$ cat config.mk
export PLATFORM = sky130hd
export DESIGN_NAME = loop_stack
export DESIGN_NICKNAME = d
export VERILOG_FILES = /design/src/rtl/loop_stack.sv
export SDC_FILE = /design/constraint.sdc
export NUM_CORES = 2
export LEC_CHECK = 0
export CAP_MARGIN = 20
export CORE_MARGIN = 1.5
export CORE_UTILIZATION = 40
export DETAILED_ROUTE_END_ITERATION = 8
export PLACE_DENSITY_LB_ADDON = 0.15
export SLEW_MARGIN = 20
export SYNTH_ARGS = -nofsm -noshare
export SYNTH_HDL_FRONTEND = slang
export SYNTH_SLANG_ARGS = --single-unit
$ cat constraint.sdc
create_clock -name clk -period 11.8 [get_ports clk]
set_input_delay 2.36 -clock clk [delete_from_list [all_inputs] [get_ports clk]]
set_output_delay 2.36 -clock clk [all_outputs]
set_load 0.01 [all_outputs]
$ cat src/rtl/loop_stack.sv
// ============================================================================
//  Module   : loop_stack
//  Purpose  : Hardware return-address stack for the bfcpu loop unit. Holds
//             the addresses of open '[' brackets, tracks its own depth and
//             presents the top entry with zero read latency.
//  Revision : 1.0  initial release
//
//  Ports
//    clk        in   1           rising-edge clock
//    rst_n      in   1           synchronous active-low reset
//    push       in   1           push push_data this cycle
//    pop        in   1           pop the top entry this cycle
//    push_data  in   DATA_WIDTH  entry to push
//    flush      in   1           discard all entries
//    err_clr    in   1           clear sticky error flags
//    top        out  DATA_WIDTH  current top entry, 0 when empty
//    count      out  CNT_WIDTH   number of valid entries
//    empty      out  1           count == 0
//    full       out  1           count == DEPTH
//    overflow   out  1           push rejected because the stack was full
//    underflow  out  1           pop rejected because the stack was empty
//
//  Build option
//    LOOP_STACK_STICKY_ERR_EN : when defined, overflow/underflow hold until
//                               err_clr or reset; otherwise they are
//                               one-cycle pulses and err_clr is ignored.
// ============================================================================
`default_nettype none

module loop_stack #(
  parameter int DATA_WIDTH = 16,
  parameter int DEPTH      = 256,
  parameter int CNT_WIDTH  = $clog2(DEPTH + 1)
) (
  input  logic                  clk,
  input  logic                  rst_n,
  input  logic                  push,
  input  logic                  pop,
  input  logic [DATA_WIDTH-1:0] push_data,
  input  logic                  flush,
  input  logic                  err_clr,
  output logic [DATA_WIDTH-1:0] top,
  output logic [CNT_WIDTH-1:0]  count,
  output logic                  empty,
  output logic                  full,
  output logic                  overflow,
  output logic                  underflow
);

  localparam int ADDR_WIDTH = (DEPTH > 1) ? $clog2(DEPTH) : 1;
  localparam logic [CNT_WIDTH-1:0] C_DEPTH = CNT_WIDTH'(DEPTH);
  localparam logic [CNT_WIDTH-1:0] C_ONE   = CNT_WIDTH'(1);
  localparam logic [CNT_WIDTH-1:0] C_TWO   = CNT_WIDTH'(2);

  // Entries below the two held in registers live in RAM.
  logic [DATA_WIDTH-1:0] r_mem [DEPTH];

  logic [DATA_WIDTH-1:0] r_top;
  logic [DATA_WIDTH-1:0] r_under;
  logic [CNT_WIDTH-1:0]  r_count;
  logic                  r_ovf;
  logic                  r_udf;

  logic                  w_empty;
  logic                  w_full;
  logic                  w_do_push;
  logic                  w_do_pop;
  logic                  w_do_repl;
  logic                  w_ovf_evt;
  logic                  w_udf_evt;
  logic                  w_we;
  logic [ADDR_WIDTH-1:0] w_wr_addr;
  logic [ADDR_WIDTH-1:0] w_rd_addr;

  assign w_empty = (r_count == '0);
  assign w_full  = (r_count == C_DEPTH);

  // Push+pop on an empty stack degrades to a plain push (the pop is the
  // offending half), so it is folded into w_do_push.
  assign w_do_push = ~flush & push & (~pop | w_empty) & ~w_full;
  assign w_do_pop  = ~flush & pop & ~push & ~w_empty;
  assign w_do_repl = ~flush & push & pop & ~w_empty;

  assign w_ovf_evt = ~flush & push & ~pop & w_full;
  assign w_udf_evt = ~flush & pop & w_empty;

  // The old top spills to RAM slot count-1; nothing spills from empty.
  // Gated by rst_n so a push on a reset edge leaves RAM untouched.
  assign w_we      = rst_n & w_do_push & ~w_empty;
  assign w_wr_addr = r_count[ADDR_WIDTH-1:0] - ADDR_WIDTH'(1);

  // On a pop the new under-top is entry (count-1)-2 = count-3. Only used
  // when count >= 3, so the modulo-2^ADDR_WIDTH subtraction never wraps.
  assign w_rd_addr = r_count[ADDR_WIDTH-1:0] - ADDR_WIDTH'(3);

  always_ff @(posedge clk) begin
    if (w_we) begin
      r_mem[w_wr_addr] <= r_top;
    end
  end

  always_ff @(posedge clk) begin
    if (!rst_n) begin
      r_top   <= '0;
      r_under <= '0;
      r_count <= '0;
    end else if (flush) begin
      r_top   <= '0;
      r_count <= '0;
    end else if (w_do_push) begin
      // Under-top comes straight from the old top, never from RAM, so a
      // same-edge write/read on one address can not matter.
      r_under <= r_top;
      r_top   <= push_data;
      r_count <= r_count + C_ONE;
    end else if (w_do_repl) begin
      r_top   <= push_data;
    end else if (w_do_pop) begin
      if (r_count == C_ONE) begin
        r_top   <= '0;
        r_under <= '0;
      end else begin
        r_top   <= r_under;
        // Synchronous RAM read issued on the popping edge itself.
        r_under <= (r_count == C_TWO) ? '0 : r_mem[w_rd_addr];
      end
      r_count <= r_count - C_ONE;
    end
  end

`ifdef LOOP_STACK_STICKY_ERR_EN
  // A fresh error on the same edge as err_clr keeps the flag set.
  always_ff @(posedge clk) begin
    if (!rst_n) begin
      r_ovf <= 1'b0;
      r_udf <= 1'b0;
    end else begin
      r_ovf <= w_ovf_evt | (r_ovf & ~err_clr);
      r_udf <= w_udf_evt | (r_udf & ~err_clr);
    end
  end
`else
  logic w_unused_err_clr;
  assign w_unused_err_clr = err_clr;

  always_ff @(posedge clk) begin
    if (!rst_n) begin
      r_ovf <= 1'b0;
      r_udf <= 1'b0;
    end else begin
      r_ovf <= w_ovf_evt;
      r_udf <= w_udf_evt;
    end
  end
`endif

  assign top       = r_top;
  assign count     = r_count;
  assign empty     = w_empty;
  assign full      = w_full;
  assign overflow  = r_ovf;
  assign underflow = r_udf;

endmodule

`default_nettype wire

==> flow_metrics.py <==
metrics = {
    "sta": {
        "slew_headroom_pct": 14.1,
        "worstMarginPinSlew_ns": 1.29,
        "layout_min_cycle_time_ns": 7.51,
        "tns_ns": 0,
        "fmax_mhz": 133,
        "setup_viol": 0,
        "grt_setup_unrepaired": "false",
        "hold_viol_final": 0,
        "maxSlewViolCount": 0,
        "fin_skew_ns": 0.0752,
        "fin_crit_sh_pct": 63.6,
    },
    "grt": {
        "antenna_found_initial": 25,
        "grt_remaining_overflow": 0,
        "grt_pass1_vias": 78900,
        "grt_max_degree": 194,
        "grt_pass1_wl_um": 619000,
        "track_usage_pct": 21.6,
    },
    "power_and_ir_drop": {
        "leakage_nw": 50.1,
        "ir_drop_v": 0.000129,
        "power_density_nw_per_um2": 166,
    },
    "clock_network": {
        "cts_tree": "yes",
        "cts_setup_buffers": 0,
        "postCtsResizedCells": 0,
        "cts_max_path_buffers": 4,
        "clk_latency_ns": 0.99,
        "numCtsBuffers": 438,
        "clkTransAtPathRegs_ns": 0.07,
        "cts_root_buf": "clkbuf_16",
        "cts_hold_buf": 0,
        "clock_sinks": 4139,
        "htree_levels": 5,
    },
    "synthesis": {
        "synth_top_family_by_area": "multiplexers",
        "ys_top_cells_by_area": "edfxtp_1 77%, mux4_2 14%, mux2i_1 1.4%",
        "ys_warn_count": 0,
        "synth_edf_count": 4096,
        "ys_seq_area_share_pct": 77.5,
        "ys_seq_elements": 4139,
        "synth.most_common_cell": "edfxtp_1",
        "synthFlopType": "edfxtp_1",
        "synthMuxAreaShare_pct": 15.7,
        "synth_compound_area_share_pct": 2.71,
        "netlist_area_um2": 160000,
        "synth_xor_xnor_area_share_pct": 0.110,
        "synth_top_cell_area_share_pct": 77.0,
        "synth-simple-area-share_pct": 2.44,
        "synthesis.nets": 7477,
        "async_flop_share_pct": 0,
        "ys_types": 69,
        "synth_top_area_cell": "edfxtp_1",
        "syn_avg_cell_area_um2": 21.4,
        "synthAdderAreaFrac_pct": 0.0470,
        "ys_top_cells_by_count": "4096 x edfxtp_1, 1011 x mux4_2, 474 x nand2_1, 342 x nor2_1, 226 x mux2i_1",
        "netlist_instances": 7449,
    },
    "setup_path": {
        "reg2reg_depth": 10,
        "cp.arrival_ns": 5.15,
        "reg2reg_from": "count[0]",
        "cp_data_required_time_ns": 9.44,
        "cp_max_fo": 80,
        "r2r_slack_ns": 5.14,
        "worstSetupEndpointType": "output pin",
        "cp-start-kind": "flip-flop",
        "path_class": "reg -> out",
        "timing.rr.end": "r_under[11]",
    },
    "detailed_routing": {
        "drcViolationCount": 0,
        "totalWireLength_um": 442000,
        "dr.pass1.iters": 8,
        "via_count": 78200,
        "wl_met3_um": 29600,
        "top_layer_used": "met4",
        "met1_length_um": 187000,
        "first_iter_violations": 9572,
        "wl_met2_um": 213000,
        "avgRoutedWirePerCell_um": 32.8,
        "routed_via_density": 5.80,
        "ant_nets": 0,
    },
    "die": {
        "row_count": 231,
        "die_w_um": 635,
        "core_um2": 397000,
        "ioPinCount": 51,
        "start_util_pct": 40.3,
        "die_area_um2": 403000,
        "die_h_um": 635,
    },
    "final_layout": {
        "fillers": 33200,
        "fin_nets": 7905,
        "drive_gt1_share_pct": 25.8,
        "final_util_pct": 45.8,
        "syn2layout_area_growth_pct": 13.8,
        "fin_area_um2": 182000,
    },
    "min_path": {
        "hp-class": "reg -> reg",
        "hold-path-cell-count": 2,
        "holdPathEnd": "top[5]",
        "min_from": "r_under[5]",
    },
    "run": {
        "cap_violations": 0,
    },
    "place": {
        "place.detailed.hpwl_um": 259000,
        "placed_area_um2": 168000,
        "gp_congestion": 0.857,
        "port_buffers": 49,
    },
    "run_status": {
        "status": "completed",
    },
}
layout make-up:
cell class              count  area, um2  area share (%)
inverters                   8       30.0          0.0165
clock inverters           241       2240            1.23
flip-flops and latches   4139     124000            68.1
repair buffers            432       3620            1.99
diodes                      7       17.5         0.00963
clock buffers             551      11500            6.32
multi-input cells        2858      34000            18.7
well taps                5242       6560            3.61
registers in the layout, indices dropped and copies added (netlist names):
name and cells:
top 16, r_mem 4096, count 9, overflow 1, underflow 1, r_under 16
metrics by stage:
step	setup slack (ns)	total power [mW]	hold WS (ns)	instances
detailed placement	4.94	17.2	0.487	12700
CTS	3.97	30.4	0.519	13500
finish	4.29	30.2	0.503	13500
floorplan	5.96	16.9	0.459	7449
global placement	4.91	17.2	0.486	12700
global route	3.75	31.0	0.560	13500
power by group:
part           leakage [nW]  switching (mW)  internal (mW)
Clock                  6.73            5.70           7.55
Sequential             32.0          0.0259           16.0
Combinational          11.4           0.556          0.301
layout by cell type, fill, tap and decap left out, drive strengths merged, types with 45 or more instances in the layout:
cell type	count
edfxtp	4096
mux4	1011
clkbuf	551
nand2	474
buf	383
nor2	343
mux2i	226
clkinv	190
a21oi	135
o21ai	118
nand3	69
a221oi	65
a31oi	59
a32oi	58
clkdlybuf4s50	49
a22oi	45
metal layers:
metal | vias up | track usage (%)
li1 | 32100 | -
met5 | - | 0
met3 | 583 | 3.19
met2 | 2950 | 34.9
met4 | 0 | 6.02
met1 | 42600 | 30.7
worst max path at each step:
stage	end	startpoint	slack (ns)	cells past startpoint
after floorplan	top[0]	top[0]	5.96	0
after detailed placement	r_under[11]	count[0]	4.94	10
after CTS	count[0]	count[0]	3.97	5
final	count[0]	count[0]	4.29	5
after global routing	count[0]	count[0]	3.75	5
after global placement	r_under[11]	count[0]	4.91	10
critical path, stage by stage (launching register included):
cell             delay [ns]
dfxtp_4                0.66
buf_12                 0.55
buf_4                  0.73
buf_4                  0.69
buf_4                  0.67
clkdlybuf4s50_1        0.68
logic make-up (layout without fill, tap and decap cells):
kind of cell / count (synthesis) / after routing
adder cells (fa/ha/maj): 6 / 6
XOR/XNOR: 17 / 17
flip-flops: 4139 / 4139
other: 0 / 7
AND/OR/NAND/NOR: 964 / 964
buffers and inverters: 452 / 1232
AO/OA/AOI/OAI: 633 / 633
multiplexers: 1238 / 1238
(Power assumes the default switching activity.)
